==> src/rtl/vga_timing_480p.sv <==
// 640x480@60 VGA raster timing generator: counts pixels/lines while the pixel clock
// is locked and emits registered sync, data-enable, coordinates and start strobes.
module vga_timing_480p #(
    parameter int   H_ACTIVE = 640,
    parameter int   H_FP     = 16,
    parameter int   H_SYNC   = 96,
    parameter int   H_BP     = 48,
    parameter int   V_ACTIVE = 480,
    parameter int   V_FP     = 10,
    parameter int   V_SYNC   = 2,
    parameter int   V_BP     = 33,
    parameter logic SYNC_POL = 1'b0,
    parameter int   CORDW    = 10
) (
    input  logic             sysClock,
    input  logic             reset,
    input  logic             pixel_locked,
    output logic             hsync,
    output logic             vsync,
    output logic             de,
    output logic [CORDW-1:0] sx,
    output logic [CORDW-1:0] sy,
    output logic             line_start,
    output logic             frame_start,
    output logic             running
);

    localparam logic [CORDW-1:0] H_LAST = CORDW'(H_ACTIVE + H_FP + H_SYNC + H_BP - 1);
    localparam logic [CORDW-1:0] V_LAST = CORDW'(V_ACTIVE + V_FP + V_SYNC + V_BP - 1);
    localparam logic [CORDW-1:0] H_ACT  = CORDW'(H_ACTIVE);
    localparam logic [CORDW-1:0] V_ACT  = CORDW'(V_ACTIVE);
    localparam logic [CORDW-1:0] HS_BEG = CORDW'(H_ACTIVE + H_FP);
    localparam logic [CORDW-1:0] HS_END = CORDW'(H_ACTIVE + H_FP + H_SYNC - 1);
    localparam logic [CORDW-1:0] VS_BEG = CORDW'(V_ACTIVE + V_FP);
    localparam logic [CORDW-1:0] VS_END = CORDW'(V_ACTIVE + V_FP + V_SYNC - 1);
    localparam logic [CORDW-1:0] ONE    = CORDW'(1);

    typedef enum logic {
        IDLE = 1'b0,
        RUN  = 1'b1
    } state_t;

    state_t           state_q, state_d;
    logic [CORDW-1:0] sx_q, sx_d, sy_q, sy_d;
    logic             hsync_q, hsync_d, vsync_q, vsync_d, de_q, de_d;
    logic             line_q, line_d, frame_q, frame_d, run_q, run_d;

    // Next-state and next-output decode; outputs derive from the next coordinates so
    // every registered output stays consistent with the registered sx/sy.
    always_comb begin
        state_d = state_q;
        sx_d    = '0;
        sy_d    = '0;
        case (state_q)
            IDLE: begin
                if (pixel_locked) begin
                    state_d = RUN;
                end else begin
                    state_d = IDLE;
                end
            end
            RUN: begin
                if (!pixel_locked) begin
                    state_d = IDLE;
                end else if (sx_q == H_LAST) begin
                    sx_d = '0;
                    if (sy_q == V_LAST) begin
                        sy_d = '0;
                    end else begin
                        sy_d = sy_q + ONE;
                    end
                end else begin
                    sx_d = sx_q + ONE;
                    sy_d = sy_q;
                end
            end
            default: begin
                state_d = IDLE;
            end
        endcase

        run_d   = (state_d == RUN);
        de_d    = run_d && (sx_d < H_ACT) && (sy_d < V_ACT);
        hsync_d = (run_d && (sx_d >= HS_BEG) && (sx_d <= HS_END)) ? SYNC_POL : ~SYNC_POL;
        vsync_d = (run_d && (sy_d >= VS_BEG) && (sy_d <= VS_END)) ? SYNC_POL : ~SYNC_POL;
        line_d  = run_d && (sx_d == '0);
        frame_d = line_d && (sy_d == '0);
    end

    // State, counter and output registers; reset outranks lock and counting.
    always_ff @(posedge sysClock) begin
        if (reset) begin
            state_q <= IDLE;
            sx_q    <= '0;
            sy_q    <= '0;
            hsync_q <= ~SYNC_POL;
            vsync_q <= ~SYNC_POL;
            de_q    <= 1'b0;
            line_q  <= 1'b0;
            frame_q <= 1'b0;
            run_q   <= 1'b0;
        end else begin
            state_q <= state_d;
            sx_q    <= sx_d;
            sy_q    <= sy_d;
            hsync_q <= hsync_d;
            vsync_q <= vsync_d;
            de_q    <= de_d;
            line_q  <= line_d;
            frame_q <= frame_d;
            run_q   <= run_d;
        end
    end

    assign hsync       = hsync_q;
    assign vsync       = vsync_q;
    assign de          = de_q;
    assign sx          = sx_q;
    assign sy          = sy_q;
    assign line_start  = line_q;
    assign frame_start = frame_q;
    assign running     = run_q;

endmodule
==> config.mk <==
export PLATFORM = sky130hd
export DESIGN_NAME = vga_timing_480p
export DESIGN_NICKNAME = d
export VERILOG_FILES = /design/src/rtl/vga_timing_480p.sv
export SDC_FILE = /design/constraint.sdc
export NUM_CORES = 1
export LEC_CHECK = 0
export CAP_MARGIN = 20
export CELL_PAD_IN_SITES_DETAIL_PLACEMENT = 1
export CELL_PAD_IN_SITES_GLOBAL_PLACEMENT = 1
export CORE_UTILIZATION = 43
export CTS_BUF_LIST = sky130_fd_sc_hd__clkbuf_4
export DETAILED_ROUTE_END_ITERATION = 10
export GPL_ROUTABILITY_DRIVEN = 0
export GPL_TIMING_DRIVEN = 0
export PLACE_DENSITY = 0.86
export SLEW_MARGIN = 20
export SYNTH_ARGS = -nofsm -noshare
export SYNTH_HDL_FRONTEND = slang
export SYNTH_SLANG_ARGS = --single-unit
==> constraint.sdc <==
create_clock -name sysClock -period 7 [get_ports sysClock]
set_input_delay 1.4 -clock sysClock [delete_from_list [all_inputs] [get_ports sysClock]]
set_output_delay 1.4 -clock sysClock [all_outputs]
set_load 0.02 [all_outputs]
== Word-level counts from Yosys, hierarchy flattened ==
Cells that the tools add are included.
Operators by class
  add/subtract/negate cells: 2
  $lt $le $gt $ge: 6
  equality and inequality tests: 2
  mux-type cells: 10
  reduce and logical (&&, ||, !) cells: 10
Operators with widths (number)
  10-bit 2-to-1 mux: 7
  10-bit by 1-bit adder with 10-bit output, second input constant: 2
  10-bit equality test, second input constant: 2
  10-bit zero test: 2
  10-bit greater-or-equal comparator, second input constant: 1
  10-bit by 9-bit greater-or-equal comparator with 1-bit output, second input constant: 1
  10-bit <= comparator, second input constant: 1
  10-bit by 9-bit <= comparator with 1-bit output, second input constant: 1
  10-bit < comparator, second input constant: 1
  10-bit by 9-bit < comparator with 1-bit output, second input constant: 1
  1-bit logical AND: 8
  1-bit 2-to-1 mux: 3
Word-level totals
  register bits after elaboration: 26
  input bits: 3
  output and inout port bits: 26

== Depth between registers and ports, before layout ==
Gate-level depths: netlist (run 1).
  depth after elaboration: 9
  mapped depth: 9
  gate-level depth less buffers: 8

== Least setup slack after synthesis (run 1) ==
No wires, ideal clock.
  path type: input to register
  from: in pixel_locked
  to: reg frame_q (netlist: frame_start)
  arrival: 2.372 ns
  data required time: 6.913 ns
  setup slack: 4.541 ns
  stages on the path: 6
  path buffers: 0
  cells stage by stage: nand2_1 nor4_1 a311o_1 nor2_1 o211a_1 nor4b_2
Between the ends
  cells in the longest elaborated chain, start to end: 5
  elaborated cells on any way between the ends: 9
  those cells by class: mux (5); reduce/logical (4)
Ends and longest elaborated chain
  from (decl): RTL line 17  | input logic pixel_locked,
  10-bit 2-to-1 mux: RTL line 63  | if (!pixel_locked) begin
  10-bit 2-to-1 mux: RTL line 54  | case (state_q)
  10-bit zero test: RTL line 86  | line_d = run_d && (sx_d == '0);
  1-bit logical AND: RTL line 86
  1-bit logical AND *: RTL line 87  | frame_d = line_d && (sy_d == '0);
  to (signal assigned): RTL line 110  | frame_q <= frame_d;
  to (decl): RTL line 46  | logic line_q, line_d, frame_q, frame_d, run_q, run_d;
Every way passes the cells marked *; elsewhere a longest branch is shown, timed or not.
A chain may end at the register's enable or synchronous reset.

== Worst setup path in the final report (run 1) ==
  from: reg sy_q[4] (netlist: sy[4])
  to: out sy[4]
RTL lines
  from (decl): RTL line 44  | logic [CORDW-1:0] sx_q, sx_d, sy_q, sy_d;
  from (signal assigned): RTL line 105  | sy_q <= sy_d;
  to (decl): RTL line 22  | output logic [CORDW-1:0] sy,
No word-level cell between the ends.

==> results of run 1 <==
-- logic make-up (layout without fill, tap and decap cells) --
logic type,Yosys count,in the layout,share of synthesized area [%]
AOI/OAI and AO/OA,37,37,17.11
adders and majority gates,3,3,2.251
buffers and inverters,19,51,5.476
muxes,1,1,0.6751
xor gates and xnor gates,17,17,8.927
DFF,26,26,31.21
and+or+nand+nor,98,98,34.36
-- path summary, 6_finish.rpt --
kind	from	to	slack [ns]	cells after the start
max reg2reg	sx[0]	frame_start	4.39	8
min	sx[0]	sx[0]	0.55	1
min reg2reg	sx[0]	sx[0]	0.55	1
max	sy[4]	sy[4]	4.08	1
-- cells in the final DEF, fill, tap and decap left out, types with 4 or more instances in the layout --
cell type / count
nor2_1: 21
dfxtp_1: 26
nand3_1: 5
and4_1: 4
o21ai_0: 6
inv_1: 5
and3_1: 4
xnor2_1: 11
nor3b_1: 4
nand4_1: 6
xor2_1: 6
clkdlybuf4s50_1: 28
nor3_1: 5
or3_1: 4
a21oi_1: 10
buf_2: 6
nand2_1: 19
nor4_1: 4
clkbuf_1: 4
-- state kept, by name (all words and copies together) (netlist names) --
signal       flops
hsync            1
frame_start      1
running          1
de               1
sy              10
vsync            1
line_start       1
sx              10
-- through the flow --
step,utilization [%],cells
after floorplan,-,201
after global placement,54.44,277
after detailed placement,54.44,277
after CTS,55.87,281
after global routing,55.87,281
final,55.87,281
-- final cells by class --
cell class / instances / area, sq um
clock inverter: 1 / 30.03
buffer: 14 / 72.57
inverter: 5 / 18.77
multi-input combinational: 156 / 1056
timing repair buffer: 28 / 280.3
tap: 48 / 60.06
clock buffer: 3 / 22.52
sequential: 26 / 520.5
fill: 461 / 1628
-- power breakdown --
| part | internal, mW | switching [mW] |
|---|---|---|
| Combinational | 0.00575 | 0.00756 |
| Clock | 0.0579 | 0.0470 |
| Sequential | 0.149 | 0.000810 |
-- metal layers --
layer  up-vias  global-route usage [%]  part of all wire [%]
li1        794                       -                     -
met1       786                   34.64                    48
met2        37                   38.82                    46
met3         8                   3.393                   4.5
met4         0                   9.167                   1.3
met5         -                       0                     0
==> reports/metrics.yaml, run 1 <==
status:
  status: "completed"
worst_setup_path:
  cp_max_fo: 8
  end_kind: "output pin"
  worstPathArrival_ns: 1.52
  crit_type: "reg2out"
  startpoint_type: "register"
  required_ns: 5.60
  slowest_stage: "clkdlybuf4s50_1"
  crit_chain: "clkdlybuf4s50_1"
  max_stage_delay_ns: 0.67
  cp_num_buf_inv: 1
  crit_family: "buffers and inverters"
finish:
  finalInstanceArea_sq_um: 2061
  drive_above_1_share_pct: 10.73
  area.growth.synth_to_final_pct: 23.56
  n_antenna_cell: 0
  layout.nets: 240
global_route:
  grt_start_max_net_pins: 16
  gr-total-overflow: 0
  track_usage_pct: 24.92
  first_global_vias: 1636
  grt_pass1_wl_mm: 8.052
  antenna_found_initial: 0
logic_synthesis:
  async_flop_share_pct: 0
  synth_top_area_share_pct: 31.21
  ys_warn_count: 0
  ys_seq_area_share_pct: 31.21
  synth_nets: 207
  synth_cell_type_count: 59
  synth-edff-count: 0
  synth_cells: 201
  netlist_area_sq_um: 1668
  synth-seq-cells: 26
  post-synth-top-count-cell: "dfxtp_1"
  yosys.area.top_type: "dfxtp_1"
  ys_top_cells_by_count: "dfxtp_1, nor2_1, nand2_1, xnor2_1, a21oi_1"
  synth_ff_type: "dfxtp_1"
  syn_area_per_cell_sq_um: 8.298
  synthTopCellsByArea: "dfxtp_1, xnor2_1, nor2_1"
routing:
  antenna_left: 0
  wl_mm: 4.729
  via_per_inst: 5.783
  detail_route.wl_per_cell_um: 16.83
  drc_errors: 0
  via_count: 1625
  firstDrtPassIters: 4
  drt_iter0_drc: 89
job:
  cap_violations: 0
placement:
  port_buffers: 28
  dp_slack_ns: 3.775
  postPlaceCellArea_sq_um: 2008
  hpwlAfterDp_mm: 3.585
power_and_ir_drop:
  power.density_nw_per_um2: 130.3
  p_leak_nw: 0.6874
  p_total_mw: 0.2685
  ir_drop_mv: 0.08059
clock_network:
  cts.repair.resized: 0
  cts_setup_buffers: 0
  path_clk_slew_ns: 0.15
  cts_tree: "built"
  cts_hold_buf: 0
  cts_sinks: 26
  worstSkewPairLatency_ns: 0.32
  htreeDepth: 1
  clockBufferDepth: 2
  clockRootBuffer: "clkbuf_4"
  cts_made_buffers: 3
sta:
  hold_slack_ns: 0.5525
  postLayoutSetupSlackWorst_ns: 4.079
  finalSetupViolCount: 0
  fin_skew_ns: 0.001217
  fin_crit_ns: 2.921
  hold_viol: 0
  slew_headroom_pct: 67.80
  rsz0062_at_grt: "no"
  fmax_mhz: 342.3
  timing.final.crit_share_pct: 41.74
  worst_pin_slew_ns: 0.4829
  maxSlewViolCount: 0
  final.setup.tns_ns: 0
die:
  die_area_sq_um: 4132
  die-width_um: 64.28
  start_util_pct: 45.22
  ios: 29
  rows: 22
  die_h_um: 64.28
  coreArea_sq_um: 3689
hold_path:
  hold_path.class: "reg2reg"
Note: power is estimated with default switching activity, not from simulation.
==> inputs of run 2 (changes only) <==
--- a/config.mk
+++ b/config.mk
@@ -8,12 +8,12 @@
 export CAP_MARGIN = 20
 export CELL_PAD_IN_SITES_DETAIL_PLACEMENT = 1
 export CELL_PAD_IN_SITES_GLOBAL_PLACEMENT = 1
-export CORE_UTILIZATION = 43
+export CORE_UTILIZATION = 40
 export CTS_BUF_LIST = sky130_fd_sc_hd__clkbuf_4
 export DETAILED_ROUTE_END_ITERATION = 10
 export GPL_ROUTABILITY_DRIVEN = 0
 export GPL_TIMING_DRIVEN = 0
-export PLACE_DENSITY = 0.86
+export PLACE_DENSITY = 0.81
 export SLEW_MARGIN = 20
 export SYNTH_ARGS = -nofsm -noshare
 export SYNTH_HDL_FRONTEND = slang
==> constraint.sdc (replaced) <==
create_clock -name sysClock -period 3 [get_ports sysClock]
set_input_delay 0.6 -clock sysClock [delete_from_list [all_inputs] [get_ports sysClock]]
set_output_delay 0.6 -clock sysClock [all_outputs]
set_load 0.02 [all_outputs]
==> run 2 against run 1 <==
  * Clock power is 47% higher
  * Clock skew grew 0.0032 ns
  * Combinational power increased by 130%
  * Critical endpoint is now frame_start
  * Total power is 99% higher
  * Global-route usage fell by 2.3 points
  * Largest power group unchanged
==> reports/metrics.yaml, run 2 (synthesized netlist as in run 1, its figures left out) <==
status:
  status: "completed"
routing:
  wl_mm: 4.512
  via_per_inst: 5.745
  drt_iter0_drc: 103
  firstDrtPassIters: 4
  detail_route.wl_per_cell_um: 16.00
  via_count: 1620
  antenna_left: 0
  drc_errors: 0
global_route:
  antenna_found_initial: 0
  track_usage_pct: 22.66
  first_global_vias: 1519
  gr-total-overflow: 0
  grt_pass1_wl_mm: 7.548
  grt_start_max_net_pins: 14
die:
  ios: 29
  rows: 23
  coreArea_sq_um: 4000
  die_area_sq_um: 4432
  start_util_pct: 41.70
  die-width_um: 66.57
  die_h_um: 66.57
placement:
  hpwlAfterDp_mm: 3.420
  dp_slack_ns: 0.4223
  port_buffers: 28
  postPlaceCellArea_sq_um: 2011
worst_setup_path:
  worstPathArrival_ns: 2.88
  required_ns: 3.25
  cp_max_fo: 8
  crit_type: "reg2reg"
  startpoint_type: "register"
  end_kind: "register"
  rr_worst_depth: 8
sta:
  fmax_mhz: 380.8
  hold_slack_ns: 0.5450
  fin_skew_ns: 0.004465
  fin_crit_ns: 2.626
  final.setup.tns_ns: 0
  worst_pin_slew_ns: 0.4949
  finalSetupViolCount: 0
  hold_viol: 0
  rsz0062_at_grt: "no"
  postLayoutSetupSlackWorst_ns: 0.3740
  maxSlewViolCount: 0
  timing.final.crit_share_pct: 87.53
  slew_headroom_pct: 67.00
clock_network:
  path_clk_slew_ns: 0.14
  clockBufferDepth: 2
  worstSkewPairLatency_ns: 0.33
  cts.repair.resized: 0
  cts_hold_buf: 0
  cts_made_buffers: 3
  cts_sinks: 26
  clockRootBuffer: "clkbuf_4"
  cts_setup_buffers: 0
  cts_tree: "built"
  htreeDepth: 1
hold_path:
  hold_path.class: "reg2reg"
  hold_depth: 1
power_and_ir_drop:
  power.density_nw_per_um2: 263.3
  p_total_mw: 0.5354
  p_leak_nw: 0.6733
  ir_drop_mv: 0.1342
finish:
  drive_above_1_share_pct: 10.34
  finalInstanceArea_sq_um: 2033
  final_cell_mix: "clkdlybuf4s50_1, dfxtp_1, nor2_1, nand2_1, xnor2_1"
  n_antenna_cell: 0
  final_common_cell: "clkdlybuf4s50_1"
  n_fill_cell: 497
  area.growth.synth_to_final_pct: 21.91
  layout.nets: 240
job:
  cap_violations: 0
[run 2: changes by cell type in the layout (fill, tap and decap cells not counted)]
cell	previous run	this run
bufinv_16	1	0
[run 2: where the power goes]
group / switching, mW / internal [mW]
logic: 0.0171 / 0.0134
registers: 0.00185 / 0.349
clock network: 0.107 / 0.0473
total: 0.126 / 0.409
[run 2: metrics by stage]
| step | utilization [%] | cells |
|---|---|---|
| 2_1_floorplan | - | 201 |
| 3_3_place_gp | 50.27 | 279 |
| 3_5_place_dp | 50.27 | 279 |
| 4_1_cts | 50.83 | 282 |
| 5_1_grt | 50.83 | 282 |
| 6_report | 50.83 | 282 |
[run 2: area by class of cell]
| cell class | instances | area, sq um | area share (%) |
|---|---|---|---|
| multi-input combinational | 156 | 1056 | 51.94 |
| sequential | 26 | 520.5 | 25.60 |
| timing repair buffer | 28 | 280.3 | 13.78 |
| buffer | 14 | 72.57 | 3.569 |
| tap | 50 | 62.56 | 3.077 |
| clock buffer | 3 | 22.52 | 1.108 |
| inverter | 5 | 18.77 | 0.9231 |
[run 2: final timing paths]
| check | start | end | slack, ns |
|---|---|---|---|
| hold / removal | sx[0] | sx[0] | 0.54 |
| setup / recovery | sx[0] | frame_start | 0.37 |
| hold reg to reg | sx[0] | sx[0] | 0.54 |
| setup reg to reg | sx[0] | frame_start | 0.37 |
[run 2: critical path: stages (launching register included)]
cell     delay, ns
dfxtp_1       0.47
ha_1          0.30
and4_1        0.21
buf_4         0.15
nand3_2       0.16
nor4_2        0.46
xor2_1        0.15
o31a_1        0.34
nor4b_2       0.30
[run 2: per-layer routing]
metal  global-route usage (%)  vias to the layer above  share of wire, %
li1                         -                      796                 -
met1                    35.15                      781                51
met2                    31.69                       37                44
met3                    1.541                        6               3.6
met4                    8.511                        0               1.6
met5                        0                        -                 0
==> inputs of run 3 (changes only) <==
--- a/config.mk
+++ b/config.mk
@@ -7,8 +7,8 @@
 export LEC_CHECK = 0
 export CAP_MARGIN = 20
 export CELL_PAD_IN_SITES_DETAIL_PLACEMENT = 1
-export CELL_PAD_IN_SITES_GLOBAL_PLACEMENT = 1
-export CORE_UTILIZATION = 40
+export CELL_PAD_IN_SITES_GLOBAL_PLACEMENT = 2
+export CORE_UTILIZATION = 32
 export CTS_BUF_LIST = sky130_fd_sc_hd__clkbuf_4
 export DETAILED_ROUTE_END_ITERATION = 10
 export GPL_ROUTABILITY_DRIVEN = 0
==> run 3 against run 2 <==
  * Global-route usage decreased by 4.2 points
  * Sequential cell count unchanged
  * Hold slack got worse by 0.0062 ns
  * Utilization shrank 8.1 points
  * Maximum frequency is 2.5% higher
  * Non-clock buffer count unchanged
  * Sequential share of layout area shrank 0.63 points
  * Routed wire length grew 2.9%
  * Die area is 24% higher
  * Via count fell by 1.7%
  * Sequential power about the same
  * Critical endpoint unchanged
  * Largest cell class unchanged
  * Highest routed layer unchanged
==> reports/metrics.yaml, run 3 (synthesized netlist as in run 1, its figures left out) <==
worst_setup_path:
  crit_type: "reg2reg"
  slowest_stage: "dfxtp_1"
  crit_chain: "ha_1 -> and4_1 -> buf_4 -> nand3_2 -> nor4_2 -> xor2_1 -> o31a_1 -> nor4b_2"
  cp_num_buf_inv: 1
  worstPathArrival_ns: 2.83
  crit_family: "simple AND/OR/NAND/NOR gates"
  required_ns: 3.26
  cp_max_fo: 8
  max_stage_delay_ns: 0.48
  startpoint_type: "register"
  end_kind: "register"
hold_path:
  hold_path.class: "reg2reg"
placement:
  hpwlAfterDp_mm: 3.564
  dp_slack_ns: 0.4494
  port_buffers: 28
routing:
  detail_route.wl_per_cell_um: 15.48
  firstDrtPassIters: 4
  via_count: 1593
  antenna_left: 0
  drc_errors: 0
  drt_iter0_drc: 58
  via_per_inst: 5.310
  wl_mm: 4.644
global_route:
  grt_start_max_net_pins: 16
  gr-total-overflow: 0
  grt_pass1_wl_mm: 7.583
  track_usage_pct: 18.45
  first_global_vias: 1479
  antenna_found_initial: 0
die:
  die-width_um: 74.20
  rows: 25
  die_area_sq_um: 5505
  start_util_pct: 34.18
  die_h_um: 74.20
  ios: 29
  coreArea_sq_um: 4880
clock_network:
  path_clk_slew_ns: 0.15
  htreeDepth: 1
  cts_made_buffers: 3
  cts.repair.resized: 0
  cts_tree: "built"
  cts_sinks: 26
  cts_setup_buffers: 0
  clockRootBuffer: "clkbuf_4"
  clockBufferDepth: 2
  cts_hold_buf: 0
  worstSkewPairLatency_ns: 0.33
sta:
  slew_headroom_pct: 68.63
  finalSetupViolCount: 0
  postLayoutSetupSlackWorst_ns: 0.4378
  fin_skew_ns: 0.002866
  maxSlewViolCount: 0
  final.setup.tns_ns: 0
  fmax_mhz: 390.3
  hold_viol: 0
  worst_pin_slew_ns: 0.4705
  timing.final.crit_share_pct: 85.41
  rsz0062_at_grt: "no"
  fin_crit_ns: 2.562
power_and_ir_drop:
  power.density_nw_per_um2: 303.7
  p_leak_nw: 0.6874
  ir_drop_mv: 0.2137
finish:
  area.growth.synth_to_final_pct: 24.98
  multi_input_area_sq_um: 1056
  final_common_cell: "clkdlybuf4s50_1"
  final_cell_mix: "clkdlybuf4s50_1, dfxtp_1, nor2_1, nand2_1, xnor2_1"
  register_area_sq_um: 520.5
  n_fill_cell: 623
  drive_above_1_share_pct: 10.73
  layout.nets: 240
  n_antenna_cell: 0
status:
  status: "completed"
job:
  cap_violations: 0
## run 3: layout make-up
class / count / share of cell area, %
Multi-Input combinational cell: 156 / 50.66
Sequential cell: 26 / 24.97
Timing Repair Buffer: 28 / 13.45
Tap cell: 67 / 4.022
Buffer: 14 / 3.481
Clock inverter: 1 / 1.441
Clock buffer: 3 / 1.080
Inverter: 5 / 0.9004
## run 3: worst paths after layout
| kind | from | end | slack [ns] | depth (start not counted) |
|---|---|---|---|---|
| setup / recovery | sx[0] | frame_start | 0.44 | 8 |
| hold / removal | sx[0] | sx[0] | 0.54 | 1 |
| setup reg to reg | sx[0] | frame_start | 0.44 | 8 |
| hold reg to reg | sx[0] | sx[0] | 0.54 | 1 |
## run 3: power by group
| part | internal, mW | switching, mW | total (mW) |
|---|---|---|---|
| Sequential | 0.349 | 0.00164 | 0.351 |
| Combinational | 0.0134 | 0.0172 | 0.0306 |
| Clock | 0.135 | 0.117 | 0.252 |
## run 3: per-layer routing
layer | track usage, % | share of wire, % | vias to the layer above
li1 | - | - | 793
met3 | 2.033 | 2.7 | 4
met5 | 0 | 0 | -
met1 | 27.68 | 53 | 764
met2 | 27.37 | 43 | 32
met4 | 5.769 | 1.1 | 0
## run 3: per-stage QoR
| step | area, sq um | hold WS, ns | cells | power (mW) | utilization [%] |
|---|---|---|---|---|---|
| global placement | 2032 | 0.5091 | 296 | 0.3888 | 41.64 |
| detailed placement | 2032 | 0.5094 | 296 | 0.3886 | 41.64 |
| global route | 2085 | 0.5692 | 300 | 0.6556 | 42.72 |
| finish | 2085 | 0.5388 | 300 | 0.6332 | 42.72 |
| floorplan | 1668 | 0.5529 | 201 | 0.3735 | - |
| CTS | 2085 | 0.5453 | 300 | 0.6421 | 42.72 |
## run 3: worst reg2reg max path: stages (launching register included)
cell and delay (ns):
dfxtp_1 0.48, ha_1 0.29, and4_1 0.21, buf_4 0.15, nand3_2 0.14, nor4_2 0.46, xor2_1 0.16, o31a_1 0.33
nor4b_2 0.27
